--- config.mk ---
export PLATFORM = sky130hd
export DESIGN_NAME = ram_burst_master
export DESIGN_NICKNAME = d
export VERILOG_FILES = /design/src/rtl/ram_burst_pkg.sv /design/src/rtl/ram_burst_master.sv
export SDC_FILE = /design/constraint.sdc
export NUM_CORES = 1
export LEC_CHECK = 0
export CAP_MARGIN = 30
export CORE_MARGIN = 5
export CORE_UTILIZATION = 46
export DETAILED_ROUTE_END_ITERATION = 10
export HOLD_SLACK_MARGIN = 0.08
export PLACE_DENSITY_LB_ADDON = 0.08
export SYNTH_ARGS = -nofsm -noshare
export SYNTH_HDL_FRONTEND = slang
export SYNTH_SLANG_ARGS = --single-unit
--- constraint.sdc ---
create_clock -name clk -period 5.3 [get_ports clk]
set_input_delay 1.59 -clock clk [delete_from_list [all_inputs] [get_ports clk]]
set_output_delay 1.59 -clock clk [all_outputs]
set_load 0.01 [all_outputs]
--- src/rtl/ram_burst_pkg.sv ---
// Shared types and default widths for the RAM burst master.
package ram_burst_pkg;

   localparam int DEFAULT_DATA_WIDTH = 32;
   localparam int DEFAULT_LEN_WIDTH  = 4;

   typedef enum logic [2:0] {
      IDLE       = 3'd0,
      WR         = 3'd1,
      RD_ISSUE   = 3'd2,
      RD_CAPTURE = 3'd3,
      RD_RESP    = 3'd4
   } state_t;

endpackage

--- src/rtl/ram_burst_master.sv ---
// Burst master for a single-port synchronous RAM: fill-write bursts and read bursts
// with a valid/ready response channel. Every output is a register.
module ram_burst_master
   import ram_burst_pkg::*;
#(
   parameter int N          = 256,
   parameter int ADDR_WIDTH = $clog2(N),
   parameter int DATA_WIDTH = DEFAULT_DATA_WIDTH,
   parameter int LEN_WIDTH  = DEFAULT_LEN_WIDTH
) (
   input  logic                  clk,
   input  logic                  reset,
   input  logic                  req_valid,
   output logic                  req_ready,
   input  logic                  req_write,
   input  logic [ADDR_WIDTH-1:0] req_addr,
   input  logic [LEN_WIDTH-1:0]  req_len,
   input  logic [DATA_WIDTH-1:0] req_wdata,
   output logic                  ram_enable,
   output logic                  ram_read_write,
   output logic [ADDR_WIDTH-1:0] ram_addr,
   output logic [DATA_WIDTH-1:0] ram_data_in,
   input  logic [DATA_WIDTH-1:0] ram_data_out,
   output logic                  rsp_valid,
   input  logic                  rsp_ready,
   output logic [DATA_WIDTH-1:0] rsp_rdata,
   output logic                  rsp_last,
   output logic                  done
);

   localparam logic [ADDR_WIDTH-1:0] ADDR_MAX = ADDR_WIDTH'(N - 1);

   // Handshakes: a request transfers on a rising edge where req_valid && req_ready;
   // a read beat transfers on a rising edge where rsp_valid && rsp_ready.
   state_t                state;
   logic [LEN_WIDTH-1:0]  len_q;
   logic [LEN_WIDTH-1:0]  beat;
   logic [ADDR_WIDTH-1:0] addr_next;
   logic                  is_last;

   // Wrap explicitly so non-power-of-two depths stay inside the RAM.
   assign addr_next = (ram_addr == ADDR_MAX) ? '0 : ram_addr + ADDR_WIDTH'(1);
   assign is_last   = (beat == len_q);

   always_ff @(posedge clk) begin
      if (!reset) begin
         state          <= IDLE;
         req_ready      <= 1'b0;
         ram_enable     <= 1'b0;
         ram_read_write <= 1'b0;
         ram_addr       <= '0;
         ram_data_in    <= '0;
         rsp_valid      <= 1'b0;
         rsp_rdata      <= '0;
         rsp_last       <= 1'b0;
         done           <= 1'b0;
         len_q          <= '0;
         beat           <= '0;
      end else begin
         done <= 1'b0;
         case (state)
            IDLE: begin
               req_ready      <= 1'b1;
               ram_enable     <= 1'b0;
               ram_read_write <= 1'b0;
               if (req_valid && req_ready) begin
                  // ram_addr and ram_data_in double as the latched request fields.
                  req_ready      <= 1'b0;
                  ram_enable     <= 1'b1;
                  ram_read_write <= req_write;
                  ram_addr       <= req_addr;
                  ram_data_in    <= req_wdata;
                  len_q          <= req_len;
                  beat           <= '0;
                  state          <= req_write ? WR : RD_ISSUE;
               end
            end
            WR: begin
               if (is_last) begin
                  ram_enable     <= 1'b0;
                  ram_read_write <= 1'b0;
                  done           <= 1'b1;
                  req_ready      <= 1'b1;
                  state          <= IDLE;
               end else begin
                  beat     <= beat + LEN_WIDTH'(1);
                  ram_addr <= addr_next;
               end
            end
            RD_ISSUE: begin
               ram_enable <= 1'b0;
               state      <= RD_CAPTURE;
            end
            RD_CAPTURE: begin
               rsp_rdata <= ram_data_out;
               rsp_valid <= 1'b1;
               rsp_last  <= is_last;
               state     <= RD_RESP;
            end
            RD_RESP: begin
               if (rsp_ready) begin
                  rsp_valid <= 1'b0;
                  rsp_last  <= 1'b0;
                  if (is_last) begin
                     done      <= 1'b1;
                     req_ready <= 1'b1;
                     state     <= IDLE;
                  end else begin
                     beat       <= beat + LEN_WIDTH'(1);
                     ram_addr   <= addr_next;
                     ram_enable <= 1'b1;
                     state      <= RD_ISSUE;
                  end
               end
            end
            default: state <= IDLE;
         endcase
      end
   end

endmodule

[After elaboration in Yosys (flattened, before gate mapping)]
Cells that the tools add are included.
Cells by class
  $add $sub $neg: 2
  muxes and demuxes: 32
  reductions and logical operators: 13
  equality and inequality tests: 10
Operators with widths (number)
  $mux W8: 4
  $pmux W8 S3: 1
  $pmux W3 S5: 1
  $mux W4: 3
  $pmux W4 S3: 1
  $mux W1: 11
  $mux W3: 3
  $add A8 B1 Y8 const B: 1
  $eq A8 B8 Y1 const B: 1
  $ne A2 B2 Y1 const B: 4
  $pmux W1 S2: 4
  $reduce_and A2 Y1: 4
  $eq A3 B2 Y1 const B: 2
  $reduce_and A3 Y1: 2
  $add A4 B1 Y4 const B: 1
  $eq A4 B4 Y1: 1
  $mux W2: 2
  $pmux W1 S4: 1
  $reduce_and A4 Y1: 1
  $reduce_bool A2 Y1: 2
  $reduce_bool A4 Y1: 1
  $eq A3 B1 Y1 const B: 1
  $eq A3 B3 Y1 const B: 1
  $logic_not A3 Y1: 1
  3 further kinds: 3
Word-level totals
  logic and storage cells: 69
  output and inout port bits: 78
  register bits after elaboration: 89
  input port bits: 81

[Depth between registers and ports, before layout]
  depth in word-level cells: 5
  gate-level depth with buffers: 7
  gate-level depth less buffers: 6

[Least setup slack after synthesis]
OpenSTA, ideal clock, no wires.
  path type: input to register
  start point: in req_valid
  end point: reg ram_addr[3]
  setup slack: 2489 ps
  cell stages on the path: 5
  path buffers: 0
  arrival time: 2696 ps
  required time: 5185 ps
  cell sequence: nand2_1 -> a221o_1 -> a21oi_1 -> a21boi_0 -> o21a_1
Between the ends
  longest elaborated chain between the ends: 3
Ends and longest elaborated chain
  start, declared: line ram_burst_master.sv:13  | input logic req_valid,
  $logic_and A1 B1 Y1: line ram_burst_master.sv:66  | if (req_valid && req_ready) begin
  $ne A2 B2 Y1 (no source line)
  $reduce_and A3 Y1 (no source line)
  end signal, assigned: line ram_burst_master.sv:71  | ram_addr <= req_addr;
  end signal, assigned: line ram_burst_master.sv:87  | ram_addr <= addr_next;
  end signal, assigned: line ram_burst_master.sv:110  | ram_addr <= addr_next;
  end, declared: line ram_burst_master.sv:21  | output logic [ADDR_WIDTH-1:0] ram_addr,
Every way passes these cells.
A chain may end at the register's enable or synchronous reset.

[Worst setup path in the final report]
Ends and elaborated chain as after synthesis.

==> results.json <==
{
  "fin_crit_ns": 3.24,
  "cts_setup_buffers": 0,
  "cp.required_ns": 5.54,
  "cts-root-buf": "clkbuf_8",
  "nNetsFinal": 680,
  "wire_per_inst_um": 14.4,
  "p_switching_uw": 432,
  "power_uw": 1590,
  "syn_inst": 455,
  "post_cts_resized": 0,
  "fin_area_um2": 5610,
  "grt_pass1_wl_um": 16300,
  "ys.flop_type": "dfxtp_1",
  "io_pins": 159,
  "routed_wl_um": 10100,
  "clockPowerShare": 0.335,
  "drc": 0,
  "grt_max_degree": 66,
  "regArea_um2": 1780,
  "synth_top_cell_by_area": "dfxtp_1",
  "power.internal_uw": 1160,
  "yosys.area.top_type_share": 0.478,
  "ys_top_cells_by_count": "nand2_1, dfxtp_1, a21boi_0",
  "maxSlewViolCount": 0,
  "ys_types": 48,
  "final.setup_skew_ns": 0.0111,
  "postLayoutCoreUtil": 0.718,
  "placed_area_um2": 5380,
  "cp_max_fo": 7,
  "path_class": "in -> reg",
  "setup_viol_count_final": 0,
  "htreeDepth": 3,
  "area_delta_synth_final_pct": 50.5,
  "cts_tree": "yes",
  "drtAntennaViolNets": 0,
  "drt_pass1_iterations": 4,
  "ctsHoldBuffers": 0,
  "slew_headroom": 0.356,
  "seq_area_frac_synth": 0.478,
  "numClockSinks": 89,
  "cts_buffers": 9,
  "overflow": 0,
  "fp.coreArea_um2": 7810,
  "route.vias.total": 3581,
  "drive_gt1_frac": 0.0399,
  "setup_tns_ns": 0,
  "synth.most_common_cell": "nand2_1",
  "num_antenna_cells": 0,
  "ys_async_sr_fraction": 0,
  "antenna_found_initial": 0,
  "synth_nets": 538,
  "die_area_um2": 10000,
  "synth.top_cells.by_area": "dfxtp_1, nand2_1, a21boi_0",
  "clk-insertion-delay-late_ns": 0.35,
  "ys.warnings.count": 0,
  "final-hold-violation-count": 0,
  "synth_area_um2": 3730,
  "worstSetupStartpointType": "input port",
  "die_height_um": 100,
  "vdd.ir_drop.worst_uv": 161,
  "grt_pass1_vias": 3393,
  "p_leak_uw": 0.00199,
  "clock.fmax_mhz": 309,
  "hpwl_um": 7360,
  "fin_crit_sh": 0.611,
  "portBuffers": 158,
  "arrival_ns": 3.48,
  "fill_cells": 649,
  "start_util": 0.477,
  "rows": 32,
  "outcome": "finished, final reports clean",
  "seqPwrFrac": 0.466,
  "die_x_um": 100,
  "rsz0062_at_grt": "no",
  "cts_buffer_depth": 2,
  "cts.clk_slew.worst_paths_ns": 0.09,
  "finalWeightedCongestion": 0.774,
  "avgSynthCellArea_um2": 8.19,
  "power.density_nw_per_um2": 284,
  "worst_slew_pin_slew_ns": 0.965,
  "p_comb_frac": 0.198,
  "crit_path_end_kind": "flop",
  "post_drt_via_cell_ratio": 5.09,
  "hp-class": "reg -> reg",
  "synth_edf_count": 0,
  "cap_violations": 0,
  "multi_input_area_um2": 1810,
  "yosys_register_bits": 89,
  "drtIter0Drc": 133,
  "swShare": 0.272,
  "grtUsageTotal": 0.200
}
cell families (layout without fill, tap and decap cells):
logic type                 count (synthesis)  after routing  synth area share
AOI/OAI and AO/OA                        116            116             0.226
xor gates and xnor gates                   6              6            0.0141
adders and majority gates                  2              2           0.00671
buffers and inverters                     33            180            0.0376
DFF                                       89             89             0.478
and+or+nand+nor                          209            209             0.238
layout by cell type, fill, tap and decap left out, types with 2 or more instances in the layout:
cell type	instances
nand2_1	158
clkdlybuf4s50_1	157
dfxtp_1	89
a21boi_0	70
a21oi_1	14
nand3_1	12
nor2_1	10
clkbuf_8	10
o21ai_0	6
xor2_1	5
nand2b_1	4
o21a_1	4
or4_1	3
nor3_1	3
inv_6	3
buf_4	3
nor2b_1	2
a221oi_1	2
or3_1	2
a221o_1	2
o2bb2ai_1	2
and3_1	2
nand3b_1	2
o211a_1	2
o211ai_1	2
a21boi_1	2
ha_1	2
bufinv_16	2
buf_16	2
registers in the layout, indices dropped and copies added, names as in the netlist, 3 cells and up:
signal and count:
ram_addr 8, state 3, ram_data_in 32, beat 4, len_q 4, rsp_rdata 32
critical path, stage by stage:
cell and delay [ns]:
clkdlybuf4s50_1 0.51, nand2_1 0.14, a221o_1 0.43, a21oi_1 0.44, a21boi_0 0.16, o21a_1 0.20
power by group through the flow:
stage	Clock [µW]	Sequential, µW	Combinational [µW]
after floorplan	0	764	147
after global placement	0	756	311
after detailed placement	0	757	317
after CTS	548	742	319
after global routing	580	748	348
final	534	743	316
stage by stage:
step / hold WS [ns] / setup slack, ns / cells
final: 0.467 / 2.06 / 704
after global routing: 0.487 / 1.99 / 704
after CTS: 0.470 / 2.10 / 704
after detailed placement: 0.457 / 1.74 / 688
after global placement: 0.449 / 1.76 / 686
after floorplan: 0.455 / 2.49 / 455
per-layer routing:
layer | share of wire | global-route usage | wire length, µm | vias up
li1 | - | - | - | 1816
met2 | 0.48 | 0.341 | 4910 | 108
met5 | 0 | 0 | 0 | -
met1 | 0.42 | 0.241 | 4310 | 1644
met3 | 0.073 | 0.0577 | 743 | 13
met4 | 0.018 | 0.0705 | 187 | 0
path summary, 6_finish.rpt:
kind	slack [ns]	endpoint	start	cells past startpoint
setup / recovery	2.06	ram_addr[3]	req_valid	6
hold / removal	0.47	ram_data_in[31]	ram_data_in[31]	2
setup reg to reg	3.04	beat[2]	state[2]	5
hold reg to reg	0.47	ram_data_in[31]	ram_data_in[31]	2
layout make-up:
class | instances | area share
timing repair buffer | 163 | 0.295
inverter | 1 | 0.000669
clock buffer | 10 | 0.0245
sequential | 89 | 0.318
tap | 102 | 0.0228
multi-input combinational | 333 | 0.322
clock inverter | 6 | 0.0170
No activity file was read; power rests on OpenSTA's default activity.
